## src/rtl/gcd_rr_scheduler.sv

```systemverilog
// Round-robin front end that time-shares one binary (Stein) GCD engine among NREQ requesters.
// Optional per-requester response counters are built when GCD_STATS_EN is defined.
`ifdef GCD_STATS_EN
module gcd_rr_stat_lane (
    input  logic        i_clk,
    input  logic        i_rst_n,
    input  logic        i_inc,
    output logic [15:0] o_cnt
);
    logic [15:0] r_cnt;

    always_ff @(posedge i_clk or negedge i_rst_n) begin
        if (!i_rst_n) begin
            r_cnt <= '0;
        end else if (i_inc && (r_cnt != 16'hFFFF)) begin
            r_cnt <= r_cnt + 16'd1;
        end
    end

    assign o_cnt = r_cnt;
endmodule
`endif

module gcd_rr_scheduler #(
    parameter  int LEN  = 8,
    parameter  int NREQ = 4,
    localparam int IDW  = $clog2(NREQ)
) (
    input  logic                 i_clk,
    input  logic                 i_rst_n,
    input  logic [NREQ-1:0]      i_req_valid,
    input  logic [NREQ*LEN-1:0]  i_req_a,
    input  logic [NREQ*LEN-1:0]  i_req_b,
    output logic [NREQ-1:0]      o_req_ready,
    output logic                 o_rsp_valid,
    input  logic                 i_rsp_ready,
    output logic [IDW-1:0]       o_rsp_id,
    output logic [LEN-1:0]       o_rsp_hcf,
    output logic                 o_busy
`ifdef GCD_STATS_EN
    ,
    output logic [NREQ*16-1:0]   o_stat_cnt
`endif
);
    localparam int KW = $clog2(LEN) + 1;

    typedef enum logic [1:0] {
        S_IDLE = 2'd0,
        S_RUN  = 2'd1,
        S_DONE = 2'd2
    } state_t;

    state_t                   r_state, w_state_nxt;
    logic [IDW-1:0]           r_rr_ptr, w_rr_ptr_nxt;
    logic [IDW-1:0]           r_id, w_id_nxt;
    logic [LEN-1:0]           r_a, w_a_nxt;
    logic [LEN-1:0]           r_b, w_b_nxt;
    logic [KW-1:0]            r_k, w_k_nxt;
    logic                     r_rsp_valid, w_rsp_valid_nxt;
    logic [IDW-1:0]           r_rsp_id, w_rsp_id_nxt;
    logic [LEN-1:0]           r_rsp_hcf, w_rsp_hcf_nxt;

    logic [NREQ-1:0][LEN-1:0] w_a_lane, w_b_lane;
    logic [IDW-1:0]           w_scan;
    logic [IDW-1:0]           w_grant;
    logic                     w_grant_vld;
    logic [NREQ-1:0]          w_req_ready;
    logic                     w_rsp_hs;

    assign w_a_lane = i_req_a;
    assign w_b_lane = i_req_b;

    // Scan from the farthest offset down so the nearest valid requester after rr_ptr wins.
    always_comb begin
        w_grant     = '0;
        w_grant_vld = 1'b0;
        w_scan      = '0;
        for (int off = NREQ; off >= 1; off--) begin
            w_scan = IDW'((int'(r_rr_ptr) + off) % NREQ);
            if (i_req_valid[w_scan]) begin
                w_grant     = w_scan;
                w_grant_vld = 1'b1;
            end
        end
    end

    always_comb begin
        w_req_ready = '0;
        if ((r_state == S_IDLE) && w_grant_vld) begin
            w_req_ready[w_grant] = 1'b1;
        end
    end

    assign w_rsp_hs = (r_state == S_DONE) && r_rsp_valid && i_rsp_ready;

    always_comb begin
        w_state_nxt     = r_state;
        w_rr_ptr_nxt    = r_rr_ptr;
        w_id_nxt        = r_id;
        w_a_nxt         = r_a;
        w_b_nxt         = r_b;
        w_k_nxt         = r_k;
        w_rsp_valid_nxt = r_rsp_valid;
        w_rsp_id_nxt    = r_rsp_id;
        w_rsp_hcf_nxt   = r_rsp_hcf;
        unique case (r_state)
            S_IDLE: begin
                if (w_grant_vld) begin
                    w_a_nxt      = w_a_lane[w_grant];
                    w_b_nxt      = w_b_lane[w_grant];
                    w_k_nxt      = '0;
                    w_id_nxt     = w_grant;
                    w_rr_ptr_nxt = w_grant;
                    w_state_nxt  = S_RUN;
                end
            end
            S_RUN: begin
                if ((r_a == '0) || (r_b == '0) || (r_a == r_b)) begin
                    // Result never exceeds the larger operand, so truncation loses nothing.
                    w_rsp_hcf_nxt   = (r_a | r_b) << r_k;
                    w_rsp_id_nxt    = r_id;
                    w_rsp_valid_nxt = 1'b1;
                    w_state_nxt     = S_DONE;
                end else if (!r_a[0] && !r_b[0]) begin
                    w_a_nxt = r_a >> 1;
                    w_b_nxt = r_b >> 1;
                    w_k_nxt = r_k + KW'(1);
                end else if (r_a[0] && !r_b[0]) begin
                    w_b_nxt = r_b >> 1;
                end else if (!r_a[0] && r_b[0]) begin
                    w_a_nxt = r_a >> 1;
                end else if (r_a >= r_b) begin
                    w_a_nxt = (r_a - r_b) >> 1;
                end else begin
                    w_b_nxt = (r_b - r_a) >> 1;
                end
            end
            S_DONE: begin
                if (w_rsp_hs) begin
                    w_rsp_valid_nxt = 1'b0;
                    w_state_nxt     = S_IDLE;
                end
            end
            default: begin
                w_state_nxt = S_IDLE;
            end
        endcase
    end

    always_ff @(posedge i_clk or negedge i_rst_n) begin
        if (!i_rst_n) begin
            r_state     <= S_IDLE;
            r_rr_ptr    <= IDW'(NREQ - 1);
            r_id        <= '0;
            r_a         <= '0;
            r_b         <= '0;
            r_k         <= '0;
            r_rsp_valid <= 1'b0;
            r_rsp_id    <= '0;
            r_rsp_hcf   <= '0;
        end else begin
            r_state     <= w_state_nxt;
            r_rr_ptr    <= w_rr_ptr_nxt;
            r_id        <= w_id_nxt;
            r_a         <= w_a_nxt;
            r_b         <= w_b_nxt;
            r_k         <= w_k_nxt;
            r_rsp_valid <= w_rsp_valid_nxt;
            r_rsp_id    <= w_rsp_id_nxt;
            r_rsp_hcf   <= w_rsp_hcf_nxt;
        end
    end

    assign o_req_ready = w_req_ready;
    assign o_rsp_valid = r_rsp_valid;
    assign o_rsp_id    = r_rsp_id;
    assign o_rsp_hcf   = r_rsp_hcf;
    assign o_busy      = (r_state != S_IDLE);

`ifdef GCD_STATS_EN
    for (genvar g = 0; g < NREQ; g++) begin : g_stat
        gcd_rr_stat_lane u_stat (
            .i_clk   (i_clk),
            .i_rst_n (i_rst_n),
            .i_inc   (w_rsp_hs && (r_rsp_id == IDW'(g))),
            .o_cnt   (o_stat_cnt[g*16 +: 16])
        );
    end
`endif
endmodule
```

## config.mk

```make
export PLATFORM = sky130hd
export DESIGN_NAME = gcd_rr_scheduler
export DESIGN_NICKNAME = d
export VERILOG_FILES = /design/src/rtl/gcd_rr_scheduler.sv
export SDC_FILE = /design/constraint.sdc
export NUM_CORES = 1
export LEC_CHECK = 0
export ABC_CLOCK_PERIOD_IN_PS = 6050
export BUFFER_PORTS_ARGS = -buffer_cell sky130_fd_sc_hd__buf_2
export CORE_MARGIN = 8
export CORE_UTILIZATION = 45
export DETAILED_ROUTE_END_ITERATION = 8
export PLACE_DENSITY = 0.69
export SYNTH_ARGS = -nofsm -noshare
export SYNTH_HDL_FRONTEND = slang
export SYNTH_HIERARCHICAL = 1
export SYNTH_SLANG_ARGS = --single-unit
```

## constraint.sdc

```tcl
create_clock -name i_clk -period 6.05 [get_ports i_clk]
set_input_delay 1.21 -clock i_clk [delete_from_list [all_inputs] [get_ports i_clk]]
set_output_delay 1.21 -clock i_clk [all_outputs]
set_load 0.03 [all_outputs]
```

# Word level (Yosys, flattened, before mapping)
# Cells that the tools add are included.
# totals
inputBits,71
out_inout_bits,16
regBits,37
wordCells,109
# classes
addsub,7
eq_ne,12
reduce_logical,24
mux,48
n_lt_le_gt_ge,7
shift,1
bitwise,1
# op_table
operator,n
8-bit 2-to-1 mux,14
8-bit binary-select mux with 2-bit select,2
8-bit one-hot mux with 2 select lines,2
8-bit logical NOT,2
4-bit 2-to-1 mux,4
8-bit subtractor,2
2-bit by 3-bit < comparator with 1-bit output (second input constant),5
2-bit 2-to-1 mux,7
4-bit inequality test (second input constant),3
1-bit 2-to-1 mux,11
2-bit inequality test (second input constant),5
5-bit AND reduction,2
1-bit binary-select mux with 2-bit select,4
8-bit equality test,1
8-bit greater-or-equal comparator,1
8-bit bitwise OR,1
4-bit one-hot mux with 2 select lines,1
8-bit by 4-bit left shift with 8-bit output,1
1-bit logical AND,7
2-bit one-hot mux with 3 select lines,1
3-bit AND reduction,2
2-bit nonzero test,3
2-bit by 1-bit adder with 2-bit output (second input constant),2
2-bit adder (second input constant),2
12 further kinds,15

# Longest topological paths before layout
# logic_depth
depth_word,12
depth_mapped,11
depth_no_buf,9

# Least setup slack after synthesis
# No wires, ideal clock.
# synth_timing
path_kind,input to output
from,input port i_req_valid[2]
to,output port o_req_ready[1]
arrival_time_ns,2.634
path_stages,5
required_time_ns,4.840
n_path_buf,1
setup_slack_ns,2.206
cell_sequence,nand2b_1 > a21boi_0 > o21ai_2 > buf_2 > nor3b_1
# synth_via
elab_chain_len,11
word_cells_on_any_way,23
classes_between,order compare (2); mux (19); reduce/logical (2)
# synth_rtl
item,line_no,rtl
from (decl),31,"input logic [NREQ-1:0] i_req_valid,"
1-bit binary-select mux with 2-bit select,80,if (i_req_valid[w_scan]) begin
1-bit 2-to-1 mux (not written as such),80,
2-bit 2-to-1 mux (4 in series),80,
2-bit by 3-bit < comparator with 1-bit output (not written as such) or 2-bit by 1-bit greater-or-equal comparator with 1-bit output (tied branches),90,w_req_ready[w_grant] = 1'b1;
1-bit logical AND (not written as such),90,
1-bit 2-to-1 mux (not written as such),90,
1-bit demux with 2-bit select,90,
4-bit 2-to-1 mux *,89,if ((r_state == S_IDLE) && w_grant_vld) begin
to (decl),34,"output logic [NREQ-1:0] o_req_ready,"
# Every way passes the cells marked *; elsewhere a longest branch is shown, timed or not. The select of a mux whose other input is x is not followed.

# Worst setup path after layout
# Ends and elaborated chain as after synthesis.

==> results.sh <==
export IMPL_synth_edf_count=0
export IMPL_grt_max_degree=38
export IMPL_critical_path_reg2reg_endpoint="r_b[1]$_DFFE_PN0P_"
export IMPL_synthMuxAreaShare=0.163
export IMPL_cp_required_ps=4840
export IMPL_drt_initial_drc_count=252
export IMPL_nNetsFinal=552
export IMPL_via_count=3180
export IMPL_ios=87
export IMPL_cts_htree_levels=2
export IMPL_end_kind="output pin"
export IMPL_start_kind="input port"
export IMPL_antenna_found_initial=0
export IMPL_synth_cell_type_count=69
export IMPL_drv_slew=0
export IMPL_die_w_um=104
export IMPL_hold_violations=0
export IMPL_yosys_area_share_simple=0.171
export IMPL_cp_cell_sequence="buf_2 > nand2b_1 > a21boi_0 > o21ai_2 > nor3b_1 > buf_2"
export IMPL_cts_tree="yes"
export IMPL_port_buffers=86
export IMPL_cts_hold_buf=0
export IMPL_hpwlAfterDp_um=7800
export IMPL_rows=32
export IMPL_synth_compound_area_frac=0.206
export IMPL_reg2reg_from="r_a[0]$_DFFE_PN0P_"
export IMPL_first_global_vias=3311
export IMPL_critical_path_class="input port to output pin"
export IMPL_ir_worst_vdd_uv=188
export IMPL_max_cap_viol_count=0
export IMPL_grtUsageTotal=0.179
export IMPL_synth_fa_ha_area_frac=0.100
export IMPL_cp_common_cell="buf_2"
export IMPL_synth_cells=381
export IMPL_syn_cell_area_sq_mm=0.00351
export IMPL_cp_endpoint="o_req_ready[1]"
export IMPL_ys_ff_latch=37
export IMPL_syn_nets=479
export IMPL_ctsResizeCount=0
export IMPL_min_path_type="register to register"
export IMPL_synth_flop_cell="dfrtp_1"
export IMPL_grt_pass1_wl_um=16200
export IMPL_tns_ps=0
export IMPL_ys_warnings_count=6
export IMPL_synthArstFlopShare=1.00
export IMPL_p_per_area_mw_per_mm2=663
export IMPL_drcViolationCount=0
export IMPL_area_growth_pct=15.6
export IMPL_layout_drive_gt1_share=0.277
export IMPL_syn_area_per_cell_sq_um=9.21
export IMPL_ff2ff_path_depth=9
export IMPL_timing_fmax_mhz=242
export IMPL_clk_root_buffer_cell="clkbuf_8"
export IMPL_worst_slew_pin_slew_ps=1010
export IMPL_drtAntennaViolNets=0
export IMPL_grt_ovfl_total=0
export IMPL_fin_crit_ps=4130
export IMPL_synthXorXnorAreaFrac=0.0274
export IMPL_design_die_area_sq_mm=0.0109
export IMPL_die_y_um=104
export IMPL_r2r_slack_ps=3020
export IMPL_crit_path_max_incr_delay_ps=790
export IMPL_start_util=0.459
export IMPL_place_ws_ps=1900
export IMPL_synth_top_family_by_area="compound AO/OA/AOI/OAI gates"
export IMPL_path_clk_slew_ps=80
export IMPL_leakagePower_nw=1.91
export IMPL_slew_headroom=0.326
export IMPL_status="finished clean"
export IMPL_drt_total_wl_um=9770
export IMPL_cp_startpoint="i_req_valid[2]"
export IMPL_fin_crit_sh=0.682
export IMPL_avgViaCountPerCell=5.71
export IMPL_crit_fanout=22
export IMPL_fp_coreArea_sq_mm=0.00765
export IMPL_cts_sinks=37
export IMPL_routedWlPerCell_um=17.5
export IMPL_gp_congestion=0.913
export IMPL_rsz0062_at_grt="no"
export IMPL_clk_path_buf_depth=2
export IMPL_cp_arrival_ps=2920
export IMPL_first_pass_iters=4
export IMPL_n_antenna_cell=0
export IMPL_ys_seq_area_frac=0.264
export IMPL_insertion_delay_ps=290
export IMPL_postCtsSetupBuffers=0
export IMPL_setup_violations_final=0
export IMPL_finalWorstSetupSlack_ps=1920
export IMPL_cp_slowest_cell="o21ai_2"
export IMPL_clock_skew_final_ps=11.1
export IMPL_cts_buffers=5
[stage by stage]
stage / hold WS [ps] / std cells / utilization / total power, W / cell area (sq um)
after floorplan: 443 / 381 / - / 0.00207 / 3510
after global placement: 452 / 549 / 0.517 / 0.00243 / 3950
after detailed placement: 455 / 549 / 0.517 / 0.00245 / 3950
after CTS: 479 / 557 / 0.531 / 0.00268 / 4060
after global routing: 506 / 557 / 0.531 / 0.00292 / 4060
final: 477 / 557 / 0.531 / 0.00269 / 4060
[worst min-delay path by stage]
| stage | startpoint | to | cells past startpoint |
|---|---|---|---|
| 3_5_place_dp | o_rsp_hcf[2]$_DFFE_PN0P_ | o_rsp_hcf[2]$_DFFE_PN0P_ | 2 |
| 4_1_cts | o_rsp_hcf[1]$_DFFE_PN0P_ | o_rsp_hcf[1]$_DFFE_PN0P_ | 2 |
| 3_3_place_gp | o_rsp_hcf[2]$_DFFE_PN0P_ | o_rsp_hcf[2]$_DFFE_PN0P_ | 2 |
| 2_1_floorplan | r_id[1]$_DFFE_PN0P_ | r_id[1]$_DFFE_PN0P_ | 2 |
| 5_1_grt | o_rsp_hcf[3]$_DFFE_PN0P_ | o_rsp_hcf[3]$_DFFE_PN0P_ | 2 |
| 6_report | o_rsp_hcf[6]$_DFFE_PN0P_ | o_rsp_hcf[6]$_DFFE_PN0P_ | 2 |
[cell type report]
| cell class | instances | area (sq um) |
|---|---|---|
| fill | 712 | 3590 |
| timing repair buffer | 89 | 453 |
| inverter | 26 | 97.6 |
| clock inverter | 2 | 35.0 |
| multi-input combinational | 295 | 2350 |
| sequential | 37 | 928 |
| tap | 102 | 128 |
| clock buffer | 6 | 72.6 |
[where the power goes]
| part | internal, W | switching [W] | total [W] | leakage (nW) |
|---|---|---|---|---|
| clock | 0.000122 | 0.0000883 | 0.000211 | 0.0552 |
| combinational | 0.000817 | 0.00115 | 0.00197 | 1.40 |
| sequential | 0.000376 | 0.000137 | 0.000512 | 0.452 |
| total | 0.00131 | 0.00138 | 0.00269 | 1.91 |
[worst max-delay path: cells and delay by family]
family | cells | cell delay, ps
simple gates | 2 | 430
buf+inv | 2 | 350
compound gates | 2 | 930
[Yosys cell counts (2+ instances only)]
cell	n	share of area
a211oi_1	9	0.019
a21o_1	3	0.0064
a21oi_1	21	0.030
and2_1	2	0.0036
buf_2	9	0.013
buf_4	3	0.0064
buf_6	4	0.013
clkbuf_1	7	0.0075
dfrtp_1	35	0.25
dfstp_2	2	0.015
fa_1	2	0.011
ha_1	25	0.089
inv_1	25	0.027
mux2_2	4	0.013
mux2i_1	26	0.074
mux4_1	5	0.037
mux4_2	6	0.038
nand2_1	38	0.041
nand2b_1	7	0.012
nand3_1	5	0.0071
nand4_1	2	0.0036
nor2_1	28	0.030
nor2b_1	9	0.016
nor3_1	8	0.011
nor3b_1	4	0.0086
nor4_1	5	0.0089
o2111ai_1	2	0.0050
o211ai_1	2	0.0043
o21ai_0	19	0.027
o21bai_1	5	0.011
o22a_1	2	0.0050
o311ai_0	2	0.0050
o31ai_1	6	0.013
o41ai_1	3	0.0075
or2_2	2	0.0036
or4_1	2	0.0043
xnor2_1	10	0.025
[layer usage]
layer,up-vias,global-route usage,wire length [um]
met5,-,0,0
met4,0,0.0662,211
met3,13,0.0421,661
met2,133,0.289,4460
met1,1504,0.226,4430
li1,1530,-,-
[registers in the layout, summed over array words and instances (netlist names)]
name / count
o_rsp_hcf: 8
o_rsp_valid: 1
r_rr_ptr: 2
r_k: 4
r_id: 2
r_a: 8
r_state: 2
o_rsp_id: 2
r_b: 8
[cell families after synthesis]
family          after synthesis
simple gates                120
xor+xnor                     11
mux                          41
flops                        37
fa+ha+maj                    27
buf+inv                      49
compound gates               96
[cell usage in the layout (no fill, tap or decap), types with 7 or more instances in the layout]
cell type / netlist / routed
o21ai_0: 19 / 19
ha_1: 25 / 25
dfrtp_1: 35 / 35
buf_2: 9 / 86
nor2_1: 28 / 28
a211oi_1: 9 / 9
nor3_1: 8 / 8
inv_1: 25 / 25
xnor2_1: 10 / 10
nand2_1: 38 / 38
nand2b_1: 7 / 7
mux2i_1: 26 / 26
nor2b_1: 9 / 9
a21oi_1: 21 / 21
Note: power is estimated with default switching activity, not from simulation.
